===== config.mk =====
export PLATFORM = sky130hd
export DESIGN_NAME = lfsr_prng_flat
export DESIGN_NICKNAME = d
export VERILOG_FILES = /design/src/rtl/lfsr_prng_pkg.sv /design/src/rtl/lfsr_prng_if.sv /design/src/rtl/lfsr_prng_period_mon.sv /design/src/rtl/lfsr_prng.sv /design/src/flat_wrapper.sv
export SDC_FILE = /design/constraint.sdc
export NUM_CORES = 1
export LEC_CHECK = 0
export CORE_MARGIN = 1.5
export CORE_UTILIZATION = 34
export CTS_BUF_LIST = sky130_fd_sc_hd__clkbuf_16
export CTS_CLUSTER_DIAMETER = 120
export CTS_CLUSTER_SIZE = 10
export DETAILED_ROUTE_END_ITERATION = 8
export SLEW_MARGIN = 25
export SYNTH_ARGS = -nofsm -noshare
export SYNTH_HDL_FRONTEND = slang
export SYNTH_SLANG_ARGS = --single-unit
export TNS_END_PERCENT = 10

===== constraint.sdc =====
create_clock -name clk -period 4.73 [get_ports clk]
set_input_delay 0.946 -clock clk [delete_from_list [all_inputs] [get_ports clk]]
set_output_delay 0.946 -clock clk [all_outputs]
set_load 0.02 [all_outputs]

===== src/rtl/lfsr_prng_pkg.sv =====
// Shared types and the LFSR step function for the pseudo-random generator.
// The step function is also used by the bench reference model.
package lfsr_pkg;

    localparam int unsigned LFSR_MAX_W = 32;

    typedef enum logic [1:0] {
        ST_INIT    = 2'd0,
        ST_RUN     = 2'd1,
        ST_RECOVER = 2'd2
    } lfsr_fsm_t;

    // State is passed zero-extended to 32 bits; width selects the live bits.
    function automatic logic [LFSR_MAX_W-1:0] lfsr_next(
        input logic [LFSR_MAX_W-1:0] s,
        input logic [LFSR_MAX_W-1:0] taps,
        input int unsigned           width,
        input logic                  galois
    );
        logic [LFSR_MAX_W-1:0] mask;
        logic [LFSR_MAX_W-1:0] shifted;
        logic [LFSR_MAX_W-1:0] msb_vec;
        mask    = (width >= LFSR_MAX_W) ? 32'hFFFF_FFFF : ((32'h0000_0001 << width) - 32'h0000_0001);
        shifted = (s << 1) & mask;
        msb_vec = s >> (width - 32'd1);
        if (galois) begin
            if (msb_vec[0]) begin
                lfsr_next = shifted ^ (taps & mask);
            end else begin
                lfsr_next = shifted;
            end
        end else begin
            lfsr_next = shifted | {31'h0000_0000, ^(s & taps & mask)};
        end
    endfunction

endpackage


===== src/rtl/lfsr_prng_if.sv =====
// Output handshake, seed load and period monitor signals of the LFSR generator.
interface lfsr_prng_if #(
    parameter int unsigned WIDTH = 16
);
    logic             seed_valid;
    logic [WIDTH-1:0] seed_data;
    logic             dout_valid;
    logic             dout_ready;
    logic [WIDTH-1:0] dout;
    logic             lockup;
    logic             period_wrap;
    logic [WIDTH-1:0] period;

    modport master (
        input  seed_valid, seed_data, dout_ready,
        output dout_valid, dout, lockup, period_wrap, period
    );

    modport slave (
        output seed_valid, seed_data, dout_ready,
        input  dout_valid, dout, lockup, period_wrap, period
    );
endinterface


===== src/rtl/lfsr_prng_period_mon.sv =====
// Cycle-period monitor: counts accepted steps since the reference value and
// reports the count when the sequence comes back to it.
module lfsr_period_mon
    import lfsr_pkg::*;
#(
    parameter int unsigned      WIDTH = 16,
    parameter logic [WIDTH-1:0] SEED  = 16'h0001
) (
    input  logic             clk,
    input  logic             reset,
    input  logic             load,
    input  logic [WIDTH-1:0] load_value,
    input  logic             recover,
    input  logic             advance,
    input  logic [WIDTH-1:0] next_state,
    output logic [WIDTH-1:0] period,
    output logic             period_wrap
);

    localparam logic [WIDTH-1:0] CNT_MAX  = {WIDTH{1'b1}};
    localparam logic [WIDTH-1:0] CNT_ONE  = {{(WIDTH-1){1'b0}}, 1'b1};
    localparam logic [WIDTH-1:0] CNT_ZERO = {WIDTH{1'b0}};

    logic [WIDTH-1:0] cnt_q, cnt_d;
    logic [WIDTH-1:0] ref_q, ref_d;
    logic [WIDTH-1:0] period_q, period_d;
    logic             wrap_q, wrap_d;
    logic [WIDTH-1:0] cnt_inc_s;

    // Saturating so a non-invertible tap mask never fakes a wrap.
    assign cnt_inc_s = (cnt_q == CNT_MAX) ? CNT_MAX : (cnt_q + CNT_ONE);

    // Next-state selection for counter, reference and period outputs.
    always_comb begin
        cnt_d    = cnt_q;
        ref_d    = ref_q;
        period_d = period_q;
        wrap_d   = 1'b0;
        if (load) begin
            ref_d = load_value;
            cnt_d = CNT_ZERO;
        end else if (recover) begin
            ref_d = SEED;
            cnt_d = CNT_ZERO;
        end else if (advance) begin
            if (next_state == ref_q) begin
                period_d = cnt_inc_s;
                cnt_d    = CNT_ZERO;
                wrap_d   = 1'b1;
            end else begin
                cnt_d = cnt_inc_s;
            end
        end else begin
            cnt_d = cnt_q;
        end
    end

    // Monitor registers with synchronous reset.
    always_ff @(posedge clk) begin
        if (reset) begin
            cnt_q    <= CNT_ZERO;
            ref_q    <= SEED;
            period_q <= CNT_ZERO;
            wrap_q   <= 1'b0;
        end else begin
            cnt_q    <= cnt_d;
            ref_q    <= ref_d;
            period_q <= period_d;
            wrap_q   <= wrap_d;
        end
    end

    assign period      = period_q;
    assign period_wrap = wrap_q;

endmodule


===== src/rtl/lfsr_prng.sv =====
// Parametrised Fibonacci/Galois LFSR generator with valid/ready output,
// run-time reseeding, all-zero lock-up recovery and period measurement.
module lfsr_prng
    import lfsr_pkg::*;
#(
    parameter int unsigned      WIDTH  = 16,
    parameter logic [WIDTH-1:0] TAPS   = 16'hB400,
    parameter logic [WIDTH-1:0] SEED   = 16'h0001,
    parameter bit               GALOIS = 1'b0
) (
    input logic         clk,
    input logic         reset,
    lfsr_prng_if.master bus
);

    localparam logic [WIDTH-1:0] ZERO = {WIDTH{1'b0}};

    lfsr_fsm_t        fsm_q, fsm_d;
    logic [WIDTH-1:0] state_q, state_d;
    logic             dout_valid_q, dout_valid_d;
    logic             lockup_q, lockup_d;
    logic [WIDTH-1:0] next_s;
    logic             load_s;
    logic             advance_s;
    logic             recover_s;
    logic [WIDTH-1:0] period_s;
    logic             period_wrap_s;

    assign next_s    = WIDTH'(lfsr_next(32'(state_q), 32'(TAPS), WIDTH, GALOIS));
    assign load_s    = bus.seed_valid;
    assign advance_s = (fsm_q == ST_RUN) && dout_valid_q && bus.dout_ready && !load_s;
    assign recover_s = (fsm_q == ST_RECOVER) && !load_s;

    // FSM, state and handshake next-value logic; a seed load overrides everything.
    always_comb begin
        fsm_d        = fsm_q;
        state_d      = state_q;
        dout_valid_d = dout_valid_q;
        lockup_d     = 1'b0;
        if (load_s) begin
            state_d      = bus.seed_data;
            fsm_d        = ST_INIT;
            dout_valid_d = 1'b0;
        end else begin
            case (fsm_q)
                ST_INIT: begin
                    if (state_q == ZERO) begin
                        fsm_d        = ST_RECOVER;
                        dout_valid_d = 1'b0;
                    end else begin
                        fsm_d        = ST_RUN;
                        dout_valid_d = 1'b1;
                    end
                end
                ST_RUN: begin
                    if (advance_s) begin
                        state_d = next_s;
                        // Never present an all-zero word as valid.
                        if (next_s == ZERO) begin
                            fsm_d        = ST_RECOVER;
                            dout_valid_d = 1'b0;
                        end else begin
                            fsm_d        = ST_RUN;
                            dout_valid_d = 1'b1;
                        end
                    end else begin
                        fsm_d        = ST_RUN;
                        dout_valid_d = 1'b1;
                    end
                end
                ST_RECOVER: begin
                    state_d      = SEED;
                    fsm_d        = ST_RUN;
                    dout_valid_d = 1'b1;
                    lockup_d     = 1'b1;
                end
                default: begin
                    state_d      = SEED;
                    fsm_d        = ST_INIT;
                    dout_valid_d = 1'b0;
                end
            endcase
        end
    end

    // Core registers with synchronous reset.
    always_ff @(posedge clk) begin
        if (reset) begin
            fsm_q        <= ST_INIT;
            state_q      <= SEED;
            dout_valid_q <= 1'b0;
            lockup_q     <= 1'b0;
        end else begin
            fsm_q        <= fsm_d;
            state_q      <= state_d;
            dout_valid_q <= dout_valid_d;
            lockup_q     <= lockup_d;
        end
    end

    lfsr_period_mon #(
        .WIDTH (WIDTH),
        .SEED  (SEED)
    ) u_period_mon (
        .clk         (clk),
        .reset       (reset),
        .load        (load_s),
        .load_value  (bus.seed_data),
        .recover     (recover_s),
        .advance     (advance_s),
        .next_state  (next_s),
        .period      (period_s),
        .period_wrap (period_wrap_s)
    );

    assign bus.dout        = state_q;
    assign bus.dout_valid  = dout_valid_q;
    assign bus.lockup      = lockup_q;
    assign bus.period      = period_s;
    assign bus.period_wrap = period_wrap_s;

endmodule


===== src/flat_wrapper.sv =====
// flat-port wrapper written by rule: the top's interface ports become plain ports
module lfsr_prng_flat import lfsr_pkg::*;
#(
    parameter int unsigned      WIDTH  = 16,
    parameter logic [WIDTH-1:0] TAPS   = 16'hB400,
    parameter logic [WIDTH-1:0] SEED   = 16'h0001,
    parameter bit               GALOIS = 1'b0
)
  (clk, reset, bus_seed_valid, bus_seed_data, bus_dout_ready, bus_dout_valid, bus_dout, bus_lockup, bus_period_wrap, bus_period);
  lfsr_prng_if #(.WIDTH(WIDTH)) bus_i ();
  input logic clk;
  input logic reset;
  input wire logic [$bits(bus_i.seed_valid)-1:0] bus_seed_valid;
  input wire logic [$bits(bus_i.seed_data)-1:0] bus_seed_data;
  input wire logic [$bits(bus_i.dout_ready)-1:0] bus_dout_ready;
  output wire logic [$bits(bus_i.dout_valid)-1:0] bus_dout_valid;
  output wire logic [$bits(bus_i.dout)-1:0] bus_dout;
  output wire logic [$bits(bus_i.lockup)-1:0] bus_lockup;
  output wire logic [$bits(bus_i.period_wrap)-1:0] bus_period_wrap;
  output wire logic [$bits(bus_i.period)-1:0] bus_period;
  assign bus_i.seed_valid = bus_seed_valid;
  assign bus_i.seed_data = bus_seed_data;
  assign bus_i.dout_ready = bus_dout_ready;
  assign bus_dout_valid = bus_i.dout_valid;
  assign bus_dout = bus_i.dout;
  assign bus_lockup = bus_i.lockup;
  assign bus_period_wrap = bus_i.period_wrap;
  assign bus_period = bus_i.period;
  lfsr_prng #(.WIDTH(WIDTH), .TAPS(TAPS), .SEED(SEED), .GALOIS(GALOIS)) u_core (.clk(clk), .reset(reset), .bus(bus_i));
endmodule

==> flow_summary.toml, run 1 <==
[status]
status = "finished clean"

[cts]
ctsHoldBuffers = 0
clk_latency_ns = 0.34
clock_path_buffers = 2
cts_setup_buffers = 0
cts_max_level = 3
cts_tree = "built"
clkTransAtPathRegs_ns = 0.05
cts.sinks = 68
ctsResizeCount = 0
cts_root_buffer = "clkbuf_16"
cts_made_buffers = 9

[power]
power_frac_clock_pct = 46.7
p_int_mw = 1.073
p_seq_share_pct = 42.5
power_density_nw_per_um2 = 346.6
power_frac_comb_pct = 10.9
swShare_pct = 25.97
power_switching_mw = 0.3765
p_leak_nw = 1.338
irDropWorstVdd_mv = 0.1451

[global_route]
overflow = 0
grt_pass1_wl_um = 14350
grt_pass1_vias = 2859
grt_max_degree = 52
antenna_found_initial = 0
grt_usage_pct = 18.00

[finish]
area.growth.synth_to_final_pct = 28.00
final_cell_mix = "dfxtp_1 (68), nand2_1 (66), clkdlybuf4s50_1 (54)"
nFillCells = 925
diodes = 0
fin_nets = 461
drive_gt1_share_pct = 6.757
final_area_um2 = 4182
layout_commonest_cell = "dfxtp_1"

[setup_path]
critPathMaxFanout = 21
r2r_cells = 5
crit_start = "bus_seed_valid"
r2r_end = "u_core.u_period_mon.period[7]"
worstSetupStartpointType = "primary input"
cp_data_arrival_time_ns = 3.21
r2r-start = "u_core.bus.dout[3]"
regToRegSetupSlack_ns = 1.99
critical_path_required_ns = 4.90
end_kind = "flop"
criticalPathCategory = "primary input to flop"

[place]
portBuffers = 54
globalplace.congestion = 0.8776
dpl_worst_slack_ns = 1.314
hpwl_um = 6014
dpl-instance-area_um2 = 3880

[timing]
final.setup.tns_ns = 0
setup_viol = 0
fin_crit_sh_pct = 64.26
rsz0062_at_grt = "false"
tightest_slew_ns = 0.9371
clock-skew-final_ns = 0.01011
min_period_ns = 3.040
setup_slack_ns = 1.690
slew_headroom_pct = 37.37
hold_violations = 0
slew_violations = 0
fmax_ghz = 0.3290

[routing]
wl_per_cell_um = 15.45
met2WireLength_um = 3941
highest_layer = "met4"
drt-met1-wl_um = 4404
routed_via_density = 5.340
post-route-drc-count = 0
firstDrtPassIters = 5
drt-initial-drc-count = 172
wirelength_um = 8850
vias = 3060
routed-wl-met3_um = 372
ant_nets = 0

[hold_path]
hp-class = "flop to flop"
min_from = "u_core.u_period_mon.period[15]"
worstHoldPathCells = 2
hold_end = "u_core.u_period_mon.period[15]"

[floorplanning]
rows = 35
die_height_um = 101.0
ios = 55
die_x_um = 101.0
core_um2 = 9284
die_area_um2 = 10210
start_util_pct = 35.19

[logic_synthesis]
yosys_register_bits = 68
synth-async-reset-ratio_pct = 0
syn_inst = 398
syn_avg_cell_area_um2 = 8.208
ys_seq_area_share_pct = 41.67
syn_nets = 420
yosysWarnings = 0
synthesis.area_um2 = 3267
synth_ff_type = "dfxtp_1"
synth_cell_types = 39
synth-edff-count = 0

[job]
cap_violations = 0
Yosys cell counts, types with 2 or more instances:
library cell	n	area share (%)
a211oi_1	2	0.46
a21oi_1	27	4.1
a311oi_1	20	5.4
a31o_2	2	0.54
a31oi_1	3	0.57
a32o_1	5	1.5
and2_1	5	0.96
and3_1	6	1.1
and4_1	4	1.1
buf_2	2	0.31
buf_6	2	0.69
clkbuf_1	25	2.9
dfxtp_1	68	42
ha_1	2	0.77
inv_1	3	0.34
mux2_2	3	1.0
nand2_1	66	7.6
nand2b_1	4	0.77
nand3_1	19	2.9
nand4_1	10	1.9
nor2_1	22	2.5
nor3_1	21	3.2
nor4_1	9	1.7
o21ai_0	29	4.4
o22ai_1	3	0.57
xnor2_1	23	6.2
routing by layer:
layer | up-vias | track usage, %
met5 | - | 0
met4 | 0 | 6.517
met2 | 53 | 27.65
li1 | 1538 | -
met3 | 15 | 4.230
met1 | 1454 | 24.64
registers in the layout (all words and copies together), names as in the netlist:
register and cells:
u_core.bus.dout 16, u_core.u_period_mon.cnt_q 16, u_core.u_period_mon.period 16, u_core.u_period_mon.ref_q 16, u_core.fsm_q 2, u_core.bus.lockup 1
u_core.u_period_mon.period_wrap 1
through the flow:
stage | hold WS [ns] | cells | total power [mW] | utilization (%)
after global routing | 0.4988 | 573 | 1.504 | 45.04
after detailed placement | 0.4666 | 557 | 0.7843 | 41.79
after CTS | 0.4728 | 573 | 1.462 | 45.04
after global placement | 0.4578 | 557 | 0.7829 | 41.79
final | 0.4733 | 573 | 1.449 | 45.04
after floorplan | 0.4456 | 398 | 0.7189 | -
worst max path at each step:
stage,cells past startpoint,slack [ns],to
4_1_cts,4,1.70,u_core.u_period_mon.period[6]
6_report,4,1.69,u_core.u_period_mon.period[7]
3_3_place_gp,4,1.40,u_core.u_period_mon.period[2]
5_1_grt,6,1.47,u_core.bus.dout[12]
2_1_floorplan,5,2.49,u_core.u_period_mon.period[0]
3_5_place_dp,4,1.31,u_core.u_period_mon.period[6]
critical path: stages:
cell             delay, ns
clkdlybuf4s50_1       0.86
nand4bb_4             0.54
nor3_4                0.66
a311oi_1              0.19
area by class of cell:
| class | count | area [µm²] | share of cell area (%) |
|---|---|---|---|
| well taps | 129 | 161.4 | 3.860 |
| clock inverters | 7 | 76.32 | 1.825 |
| inverters | 3 | 11.26 | 0.2693 |
| repair buffers | 59 | 578.1 | 13.82 |
| multi-input cells | 298 | 1768 | 42.28 |
| flip-flops and latches | 68 | 1361 | 32.56 |
| clock buffers | 9 | 225.2 | 5.386 |
logic make-up after synthesis:
group	after synthesis	synth area share, %
buffers and inverters	32	4.213
AND/OR/NAND/NOR	172	26.12
multiplexers	3	1.034
flip-flops	68	41.67
XOR/XNOR	25	7.162
adder cells (fa/ha/maj)	2	0.7659
AO/OA/AOI/OAI	96	19.04
power by group through the flow:
stage	Clock (mW)	Combinational (mW)	Sequential (mW)
finish	0.677	0.157	0.615
global route	0.715	0.171	0.617
CTS	0.689	0.158	0.615
detailed placement	0	0.157	0.628
global placement	0	0.156	0.627
floorplan	0	0.0837	0.635
(Power assumes the default switching activity.)
==> run 2, diff against run 1 <==
==> constraint.sdc (replaced) <==
create_clock -name clk -period 2.67 [get_ports clk]
set_input_delay 0.534 -clock clk [delete_from_list [all_inputs] [get_ports clk]]
set_output_delay 0.534 -clock clk [all_outputs]
set_load 0.02 [all_outputs]
==> run 2 against run 1 <==
  * Sequential cell count stayed put
  * Final area is 1.2% higher
  * Routed wire length rose by 3.8%
  * Non-clock buffer count is 8 higher
  * Clock power rose by 73%
  * Sequential power grew 77%
  * Total power grew 75%
  * Register-to-register slack worse by 1.6 ns
  * Core utilization rose by 0.55 points
  * Largest cell class unchanged
  * Via count rose by 1.5%
==> flow_summary.toml, run 2 (synthesis gave the netlist of run 1 again) <==
[status]
status = "finished clean"

[routing]
ant_nets = 0
vias = 3106
wl_per_cell_um = 15.81
post-route-drc-count = 0
routed_via_density = 5.346
wirelength_um = 9188
firstDrtPassIters = 4
drt-initial-drc-count = 170

[cts]
cts.sinks = 68
ctsHoldBuffers = 0
cts_root_buffer = "clkbuf_16"
cts_tree = "built"
clkTransAtPathRegs_ns = 0.06
clock_path_buffers = 2
ctsResizeCount = 0
cts_setup_buffers = 0
clk_latency_ns = 0.33
cts_made_buffers = 9
cts_max_level = 3

[global_route]
grt_pass1_vias = 2985
grt_pass1_wl_um = 15210
antenna_found_initial = 0
grt_usage_pct = 19.20
overflow = 0
grt_max_degree = 51

[setup_path]
end_kind = "flop"
path_cells = "xnor2_1, nand4_1, or4_1, nor3_4, buf_4, a311oi_1"
cp_data_arrival_time_ns = 2.45
critPathMaxStageDelay_ns = 0.73
worstSetupStartpointType = "flop"
cp_top_family = "simple AND/OR/NAND/NOR gates"
criticalPathCategory = "flop to flop"
crit_path_top_delay_cell = "or4_1"
critical_path_required_ns = 2.85
critPathMaxFanout = 19
path_buf_inv = 1

[floorplanning]
rows = 35
die_height_um = 101.0
core_um2 = 9284
ios = 55
die_area_um2 = 10210
start_util_pct = 35.19
die_x_um = 101.0

[finish]
layout_commonest_cell = "dfxtp_1"
fin_nets = 469
area.growth.synth_to_final_pct = 29.57
nFillCells = 949
final_area_um2 = 4233
drive_gt1_share_pct = 8.186
final_cell_mix = "dfxtp_1 (68), nand2_1 (66), clkdlybuf4s50_1 (54)"
diodes = 0

[timing]
hold_ws_ns = 0.4776
fin_crit_sh_pct = 84.76
setup_slack_ns = 0.4070
tightest_slew_ns = 0.6400
fmax_ghz = 0.4419
setup_viol = 0
final.setup.tns_ns = 0
slew_headroom_pct = 56.94
rsz0062_at_grt = "false"
hold_violations = 0
slew_violations = 0
min_period_ns = 2.263
clock-skew-final_ns = 0.01046

[power]
p_leak_nw = 1.374
power_density_nw_per_um2 = 599.7
total_power_mw = 2.538
irDropWorstVdd_mv = 0.3258

[hold_path]
hp-class = "flop to flop"

[place]
dpl-instance-area_um2 = 3940
hpwl_um = 6379
dpl_worst_slack_ns = 0.3098
globalplace.congestion = 0.8864
portBuffers = 54

[job]
cap_violations = 0
==> run 2: changes by cell type in the layout (fill, tap and decap cells not counted), sizes merged <==
cell and change:
clkinv +1, inv -1, buf +8
==> run 2: cell type report <==
type / count / area (µm²) / share of cell area [%]
well taps: 129 / 161.4 / 3.813
clock buffers: 9 / 225.2 / 5.321
inverters: 3 / 11.26 / 0.2660
multi-input cells: 298 / 1768 / 41.77
repair buffers: 67 / 638.1 / 15.08
clock inverters: 7 / 67.56 / 1.596
flip-flops and latches: 68 / 1361 / 32.16
==> run 2: power by group <==
part	internal, mW	leakage [nW]	total [mW]	switching [mW]
Clock	0.717	0.139	1.17	0.450
Combinational	0.128	0.681	0.280	0.152
Sequential	1.05	0.555	1.09	0.0416
==> run 2: path summary, 6_finish.rpt <==
kind | from | end | slack, ns | depth (start not counted)
worst min register to register | u_core.u_period_mon.ref_q[15] | u_core.u_period_mon.ref_q[15] | 0.48 | 2
worst min-delay path | u_core.u_period_mon.ref_q[15] | u_core.u_period_mon.ref_q[15] | 0.48 | 2
worst max register to register | u_core.bus.dout[7] | u_core.u_period_mon.period[7] | 0.41 | 6
worst max-delay path | u_core.bus.dout[7] | u_core.u_period_mon.period[7] | 0.41 | 6
==> run 2: worst min-delay path, delay by kind of cell, from the launching register on <==
kind | cells | cell delay, ns
AOI/OAI and AO/OA | 1 | 0.06
and+or+nand+nor | 1 | 0.05
DFF | 1 | 0.32
==> run 2: layer usage <==
layer	GRT usage (%)	vias to the layer above	share of wire (%)
li1	-	1543	-
met1	25.52	1486	48
met4	8.226	0	1.3
met2	29.99	69	47
met5	0	-	0
met3	4.230	8	4.2
==> run 2: stage by stage <==
stage / cells / utilization [%]
5_1_grt: 581 / 45.59
3_3_place_gp: 565 / 42.44
4_1_cts: 581 / 45.59
3_5_place_dp: 565 / 42.44
6_report: 581 / 45.59
2_1_floorplan: 398 / -
